[src/rtl/ctrl_pkg.sv]
// Shared definitions for the multicycle controller: state encoding, opcodes,
// ALU/mux select encodings and the per-state control word.
// Latency: n/a (package). Backpressure: n/a.
package ctrl_pkg;

  // State encoding is also the STATE debug output value.
  typedef enum logic [3:0] {
    S_FETCH    = 4'd0,
    S_DECODE   = 4'd1,
    S_EXEC_R   = 4'd2,
    S_EXEC_I   = 4'd3,
    S_MEM_ADDR = 4'd4,
    S_MEM_RD   = 4'd5,
    S_MEM_WB   = 4'd6,
    S_MEM_WR   = 4'd7,
    S_BRANCH   = 4'd8,
    S_JAL      = 4'd9,
    S_ALU_WB   = 4'd10,
    S_HALT     = 4'd11,
    S_ERROR    = 4'd12
  } state_t;

  // Opcodes (IR[15:12]); anything not listed is illegal.
  localparam logic [3:0] OPC_RTYPE = 4'd0;
  localparam logic [3:0] OPC_ADDI  = 4'd1;
  localparam logic [3:0] OPC_LW    = 4'd2;
  localparam logic [3:0] OPC_SW    = 4'd3;
  localparam logic [3:0] OPC_BEQ   = 4'd4;
  localparam logic [3:0] OPC_JAL   = 4'd5;
  localparam logic [3:0] OPC_HALT  = 4'd15;

  // ALU operation select.
  localparam logic [1:0] ALUOP_ADD  = 2'd0;
  localparam logic [1:0] ALUOP_SUB  = 2'd1;
  localparam logic [1:0] ALUOP_FUNC = 2'd2;  // R-type: ALU decodes funct field

  // ALU operand selects.
  localparam logic       SRCA_PC  = 1'b0;
  localparam logic       SRCA_REG = 1'b1;
  localparam logic [1:0] SRCB_REG = 2'd0;
  localparam logic [1:0] SRCB_ONE = 2'd1;   // PC increment (word addressed)
  localparam logic [1:0] SRCB_IMM = 2'd2;

  // Control word registered alongside the state. Input-qualified enables
  // (fetch/branch/mdr_cap) are combined with MEM_READY/ZERO at the outputs.
  typedef struct packed {
    logic       fetch;
    logic       mem_rd;
    logic       mem_wr;
    logic       mdr_cap;
    logic       aluout_wrt;
    logic       rf_wrt;
    logic       pc_wrt;
    logic       branch;
    logic       pc_src;
    logic       wb_sel;
    logic       alu_src_a;
    logic [1:0] alu_src_b;
    logic [1:0] alu_op;
    logic       halted;
    logic       err;
  } ctrl_t;

  function automatic ctrl_t state_ctrl(input state_t s);
    ctrl_t c;
    c = '0;
    case (s)
      S_FETCH: begin
        c.fetch     = 1'b1;
        c.mem_rd    = 1'b1;
        c.alu_src_a = SRCA_PC;
        c.alu_src_b = SRCB_ONE;
        c.alu_op    = ALUOP_ADD;
      end
      S_DECODE: begin
        c.alu_src_a = SRCA_PC;
        c.alu_src_b = SRCB_IMM;
        c.alu_op    = ALUOP_ADD;
      end
      S_EXEC_R: begin
        c.aluout_wrt = 1'b1;
        c.alu_src_a  = SRCA_REG;
        c.alu_src_b  = SRCB_REG;
        c.alu_op     = ALUOP_FUNC;
      end
      S_EXEC_I, S_MEM_ADDR: begin
        c.aluout_wrt = 1'b1;
        c.alu_src_a  = SRCA_REG;
        c.alu_src_b  = SRCB_IMM;
        c.alu_op     = ALUOP_ADD;
      end
      S_MEM_RD: begin
        c.mem_rd  = 1'b1;
        c.mdr_cap = 1'b1;
      end
      S_MEM_WB: begin
        c.rf_wrt = 1'b1;
        c.wb_sel = 1'b1;
      end
      S_MEM_WR: c.mem_wr = 1'b1;
      S_BRANCH: begin
        // Compare A-B for ZERO; PC_SRC=1 steers the target path into PC.
        c.branch    = 1'b1;
        c.pc_src    = 1'b1;
        c.alu_src_a = SRCA_REG;
        c.alu_src_b = SRCB_REG;
        c.alu_op    = ALUOP_SUB;
      end
      S_JAL: begin
        c.pc_wrt    = 1'b1;
        c.pc_src    = 1'b1;
        c.rf_wrt    = 1'b1;
        c.alu_src_a = SRCA_PC;
        c.alu_src_b = SRCB_IMM;
        c.alu_op    = ALUOP_ADD;
      end
      S_ALU_WB: c.rf_wrt = 1'b1;
      S_HALT:   c.halted = 1'b1;
      S_ERROR:  c.err    = 1'b1;
      default:  c.err    = 1'b1;
    endcase
    return c;
  endfunction

endpackage

[src/rtl/wait_timer.sv]
// Clearable memory-wait counter; flags the LIMIT-th cycle of a wait.
// Latency: expired is combinational from the count. Backpressure: none.
// Ports: clk, rst_n (async active-low), clr (restart count), expired.
module wait_timer #(
  parameter int LIMIT = 15
) (
  input  logic clk,
  input  logic rst_n,
  input  logic clr,
  output logic expired
);

  localparam int W = (LIMIT < 2) ? 1 : $clog2(LIMIT + 1);

  logic [W-1:0] cnt;

  // cnt holds the number of wait cycles already elapsed, so expired is high
  // during the LIMIT-th cycle of the wait; the owner decides what wins then.
  assign expired = (cnt == W'(LIMIT - 1));

  always_ff @(posedge clk or negedge rst_n) begin
    if (!rst_n) begin
      cnt <= '0;
    end else if (clr) begin
      cnt <= '0;
    end else if (!expired) begin
      cnt <= cnt + W'(1);
    end
  end

endmodule

[src/rtl/multicycle_control.sv]
// Moore control FSM for a 16-bit multicycle datapath with memory timeout.
// Latency: R/ADDI 4, LW 5, SW 4, BEQ 3, JAL 3 cycles at zero wait states.
// Backpressure: stalls in FETCH/MEM_RD/MEM_WR until MEM_READY; ERROR on timeout.
// Ports: CLK, RST (async active-low), OPCODE/ZERO/MEM_READY in; register
// write enables, memory strobes, mux/ALU selects, HALTED/ERR, STATE out.
module multicycle_control
  import ctrl_pkg::*;
#(
  parameter int OP_W        = 4,
  parameter int MEM_TIMEOUT = 15
) (
  input  logic            CLK,
  input  logic            RST,
  input  logic [OP_W-1:0] OPCODE,
  input  logic            ZERO,
  input  logic            MEM_READY,
  output logic            PC_WRT,
  output logic            IR_WRT,
  output logic            MDR_WRT,
  output logic            ALUOUT_WRT,
  output logic            RF_WRT,
  output logic            MEM_RD,
  output logic            MEM_WR,
  output logic            ALU_SRC_A,
  output logic [1:0]      ALU_SRC_B,
  output logic [1:0]      ALU_OP,
  output logic            PC_SRC,
  output logic            WB_SEL,
  output logic            HALTED,
  output logic            ERR,
  output logic [3:0]      STATE
);

  state_t state;
  state_t nxt;
  ctrl_t  ctrl;
  logic   in_mem;
  logic   tmr_clr;
  logic   expired;

  assign in_mem = (state == S_FETCH) || (state == S_MEM_RD) || (state == S_MEM_WR);

  // Holding the counter clear outside memory states and on the completing
  // cycle guarantees a zero count on entry to every memory state.
  assign tmr_clr = !in_mem || MEM_READY;

  wait_timer #(
    .LIMIT(MEM_TIMEOUT)
  ) u_wait_timer (
    .clk    (CLK),
    .rst_n  (RST),
    .clr    (tmr_clr),
    .expired(expired)
  );

  always_comb begin
    nxt = state;
    case (state)
      S_FETCH: begin
        if (MEM_READY)    nxt = S_DECODE;   // ready wins over timeout
        else if (expired) nxt = S_ERROR;
      end
      S_DECODE: begin
        if      (OPCODE == OP_W'(OPC_RTYPE))                            nxt = S_EXEC_R;
        else if (OPCODE == OP_W'(OPC_ADDI))                             nxt = S_EXEC_I;
        else if (OPCODE == OP_W'(OPC_LW) || OPCODE == OP_W'(OPC_SW))    nxt = S_MEM_ADDR;
        else if (OPCODE == OP_W'(OPC_BEQ))                              nxt = S_BRANCH;
        else if (OPCODE == OP_W'(OPC_JAL))                              nxt = S_JAL;
        else if (OPCODE == OP_W'(OPC_HALT))                             nxt = S_HALT;
        else                                                            nxt = S_ERROR;
      end
      S_EXEC_R, S_EXEC_I: nxt = S_ALU_WB;
      // IR is held through the instruction, so OPCODE still selects LW/SW.
      S_MEM_ADDR: nxt = (OPCODE == OP_W'(OPC_SW)) ? S_MEM_WR : S_MEM_RD;
      S_MEM_RD: begin
        if (MEM_READY)    nxt = S_MEM_WB;
        else if (expired) nxt = S_ERROR;
      end
      S_MEM_WR: begin
        if (MEM_READY)    nxt = S_FETCH;
        else if (expired) nxt = S_ERROR;
      end
      S_MEM_WB, S_BRANCH, S_JAL, S_ALU_WB: nxt = S_FETCH;
      S_HALT:  nxt = S_HALT;
      S_ERROR: nxt = S_ERROR;
      default: nxt = S_ERROR;
    endcase
  end

  // Control word is registered from the next state so it lines up with it.
  always_ff @(posedge CLK or negedge RST) begin
    if (!RST) begin
      state <= S_FETCH;
      ctrl  <= state_ctrl(S_FETCH);
    end else begin
      state <= nxt;
      ctrl  <= state_ctrl(nxt);
    end
  end

  // Enables and strobes are gated by RST so nothing fires while in reset,
  // and FETCH's read strobe appears as soon as reset is released.
  assign IR_WRT     = RST & ctrl.fetch & MEM_READY;
  assign PC_WRT     = RST & ((ctrl.fetch & MEM_READY) | (ctrl.branch & ZERO) | ctrl.pc_wrt);
  assign MDR_WRT    = RST & ctrl.mdr_cap & MEM_READY;
  assign ALUOUT_WRT = RST & ctrl.aluout_wrt;
  assign RF_WRT     = RST & ctrl.rf_wrt;
  assign MEM_RD     = RST & ctrl.mem_rd;
  assign MEM_WR     = RST & ctrl.mem_wr;

  assign ALU_SRC_A  = ctrl.alu_src_a;
  assign ALU_SRC_B  = ctrl.alu_src_b;
  assign ALU_OP     = ctrl.alu_op;
  assign PC_SRC     = ctrl.pc_src;
  assign WB_SEL     = ctrl.wb_sel;
  assign HALTED     = ctrl.halted;
  assign ERR        = ctrl.err;
  assign STATE      = state;

endmodule

[config.mk]
export PLATFORM = sky130hd
export DESIGN_NAME = multicycle_control
export DESIGN_NICKNAME = d
export VERILOG_FILES = /design/src/rtl/ctrl_pkg.sv /design/src/rtl/wait_timer.sv /design/src/rtl/multicycle_control.sv
export SDC_FILE = /design/constraint.sdc
export NUM_CORES = 1
export LEC_CHECK = 0
export ABC_CLOCK_PERIOD_IN_PS = 4400
export CAP_MARGIN = 40
export CORE_MARGIN = 2
export CORE_UTILIZATION = 30
export CTS_BUF_LIST = sky130_fd_sc_hd__clkbuf_4
export CTS_CLUSTER_DIAMETER = 60
export DETAILED_ROUTE_END_ITERATION = 10
export GPL_ROUTABILITY_DRIVEN = 0
export PLACE_DENSITY = 0.5
export SLEW_MARGIN = 20
export SYNTH_ARGS = -nofsm -noshare
export SYNTH_HDL_FRONTEND = slang
export SYNTH_HIERARCHICAL = 1
export SYNTH_SLANG_ARGS = --single-unit
[constraint.sdc]
create_clock -name CLK -period 4.4 [get_ports CLK]
set_input_delay 0.66 -clock CLK [delete_from_list [all_inputs] [get_ports CLK]]
set_output_delay 0.66 -clock CLK [all_outputs]
set_load 0.01 [all_outputs]
==> results.cfg <==
[status]
status = completed

[clock_tree]
path_clk_slew_ns = 0.12
clockBufferDepth = 2
cts_resized = 0
cts_tree = done
htreeDepth = 1
clk_latency_ns = 0.31
cts.sinks = 25
cts_buffers = 3
postCtsSetupBuffers = 0
holdBufCountCts = 0
clockRootBuffer = clkbuf_4

[power]
ir_drop_v = 0.000289
p_leak_uw = 0.000716
switching_power_uw = 410
power_density_nw_per_um2 = 602
seqPwrFrac = 0.383
combPwrFrac = 0.520
p_int_uw = 583
clock_power_share = 0.097
swShare = 0.413

[worst_setup_path]
critPathKind = input port to output port
crit_required_ns = 3.74
worstPathArrival_ns = 2.29
end_kind = output port
startpoint_type = input port
critPathSlowestCell = clkdlybuf4s50_1
critPathTopFamily = buffers and inverters
path_common_cell = clkdlybuf4s50_1
slowest_delay_ns = 0.52
path_buf_inv = 3
crit_chain = clkdlybuf4s50_1, buf_4, and3_1, a21o_1, clkdlybuf4s50_1
cp_max_fo = 32

[global_routing]
grt_pass1_vias = 982
grt_pass1_wl_um = 4550
grt_usage = 0.113
grt_overflow = 0
grt_max_degree = 33
antenna_found_initial = 0

[yosys]
synthFlopType = dfrtp_1
synthDistinctLibCells = 50
ys_ff_latch = 25
syn_avg_cell_area_um2 = 10.4
async_reset_ff_frac = 1.00
synth-edff-count = 0
synth_cells = 132
ys_warn_count = 6
yosysSeqAreaShare = 0.459
syn_area_um2 = 1370
synthesis.nets = 142

[placement]
hpwl_um = 2030
dp_cells = 200
pre_cts_ws_ns = 1.40
postPlaceCellArea_um2 = 1620
io_buffers = 27

[floorplan]
rows = 24
dieHeight_um = 71.6
die-area_um2 = 5130
die-width_um = 71.6
core_um2 = 4380
num_io_pins = 28
floorplan.initialDensity = 0.313

[cells_and_area]
nFillCells = 445
final_common_cell = clkdlybuf4s50_1
syn_to_final_growth_pct = 20.1
final_cells = 204
final_cell_area_um2 = 1650
drive_gt1_frac = 0.138
mostFrequentLayoutCells = clkdlybuf4s50_1 (27), dfrtp_1 (22), nor2_1 (10), nand2_1 (7), nor3_1 (6)
finalNetCount = 163
n_antenna_cell = 0

[sta]
finalSetupTns_ns = 0
hold_violations = 0
clock_skew_ns = 0.00284
tightest_slew_ns = 0.820
timing.final.crit_share = 0.671
finalCriticalPeriod_ns = 2.95
max_freq_mhz = 339
worst_slack_ns = 1.45
drv_slew = 0
hold-worst-slack_ns = 0.643
setup_viol = 0
maxSlewHeadroom = 0.452
rsz0062_at_grt = false

[run]
maxCapViolations = 0

[detailed_routing]
vias = 1029
wl_per_cell_um = 13.4
viasPerCell = 5.04
firstDrtPassIters = 4
first_iter_violations = 54
routed_wl_um = 2730
drc = 0
ant_nets = 0

[min_path]
hp-class = flip-flop to flip-flop
==> power groups by stage <==
stage	clock network [uW]	logic, uW	registers (uW)
after floorplan	0	407	351
after global placement	0	524	385
after detailed placement	0	519	385
after CTS	103	523	380
after global routing	114	574	392
final	96.1	517	380
==> layout make-up <==
| type | instances | area [um2] | area share |
|---|---|---|---|
| sequential | 25 | 629 | 0.382 |
| multi-input combinational | 88 | 621 | 0.376 |
| timing repair buffer | 28 | 278 | 0.168 |
| tap | 52 | 65.1 | 0.0395 |
| inverter | 7 | 28.8 | 0.0175 |
| clock buffer | 3 | 22.5 | 0.0137 |
| clock inverter | 1 | 5.00 | 0.00303 |
==> state kept, by name, indices dropped and copies added (netlist names) <==
signal            cells
PC_SRC                1
STATE                 4
HALTED                1
ALU_SRC_B             2
u_wait_timer/cnt      4
ALU_OP                2
ctrl                  8
ALU_SRC_A             1
ERR                   1
WB_SEL                1
==> synthesized netlist by cell type (3+ instances only) <==
master,instances,area [um2]
nand2_1,7,26.3
and2_1,5,31.3
buf_4,6,45.0
dfrtp_1,22,551
and3_1,4,25.0
nand3_1,4,20.0
inv_1,4,15.0
nor3_1,6,30.0
buf_2,3,15.0
buf_6,3,33.8
a21oi_1,3,15.0
nand4_1,3,18.8
nor2_1,10,37.5
nor2b_1,3,18.8
dfstp_2,3,78.8
==> logic make-up (layout without fill, tap and decap cells) <==
family | after synthesis | count (layout) | share of synthesized area
buffers and inverters | 19 | 39 | 0.0893
DFF | 25 | 25 | 0.459
adders and majority gates | 2 | 2 | 0.0182
muxes | 1 | 1 | 0.00729
AOI/OAI and AO/OA | 25 | 25 | 0.161
and+or+nand+nor | 58 | 58 | 0.253
xor gates and xnor gates | 2 | 2 | 0.0128
==> tightest hold or removal path, delay by kind of cell (launching register included) <==
family | cells | cell delay (ns)
AO/OA/AOI/OAI | 1 | 0.06
flip-flops | 1 | 0.46
AND/OR/NAND/NOR | 1 | 0.09
==> final timing paths <==
kind | start | end | slack, ns | cells past startpoint
hold reg to reg | u_wait_timer/cnt[0]$_DFFE_PN0P_ | u_wait_timer/cnt[0]$_DFFE_PN0P_ | 0.64 | 2
setup / recovery | RST | PC_WRT | 1.45 | 5
min in group asynchronous | RST | u_wait_timer/cnt[1]$_DFFE_PN0P_ | 0.71 | 2
max in group asynchronous | RST | ctrl[15]$_DFF_PN1_ | 3.38 | 2
setup reg to reg | u_wait_timer/cnt[0]$_DFFE_PN0P_ | ALU_SRC_B[1]$_DFF_PN0_ | 1.92 | 8
hold / removal | u_wait_timer/cnt[0]$_DFFE_PN0P_ | u_wait_timer/cnt[0]$_DFFE_PN0P_ | 0.64 | 2
==> metrics by stage <==
| stage | utilization | total power, uW |
|---|---|---|
| floorplan | - | 758 |
| global placement | 0.370 | 909 |
| detailed placement | 0.370 | 904 |
| CTS | 0.376 | 1010 |
| global route | 0.376 | 1080 |
| finish | 0.376 | 993 |
==> per-layer routing <==
| metal | track usage | part of all wire | vias to the layer above |
|---|---|---|---|
| met4 | 0.0210 | 0.011 | 0 |
| li1 | - | - | 517 |
| met2 | 0.174 | 0.47 | 21 |
| met3 | 0.0492 | 0.068 | 4 |
| met1 | 0.148 | 0.45 | 487 |
| met5 | 0 | 0 | - |
Power figures use the tool's default switching activity.
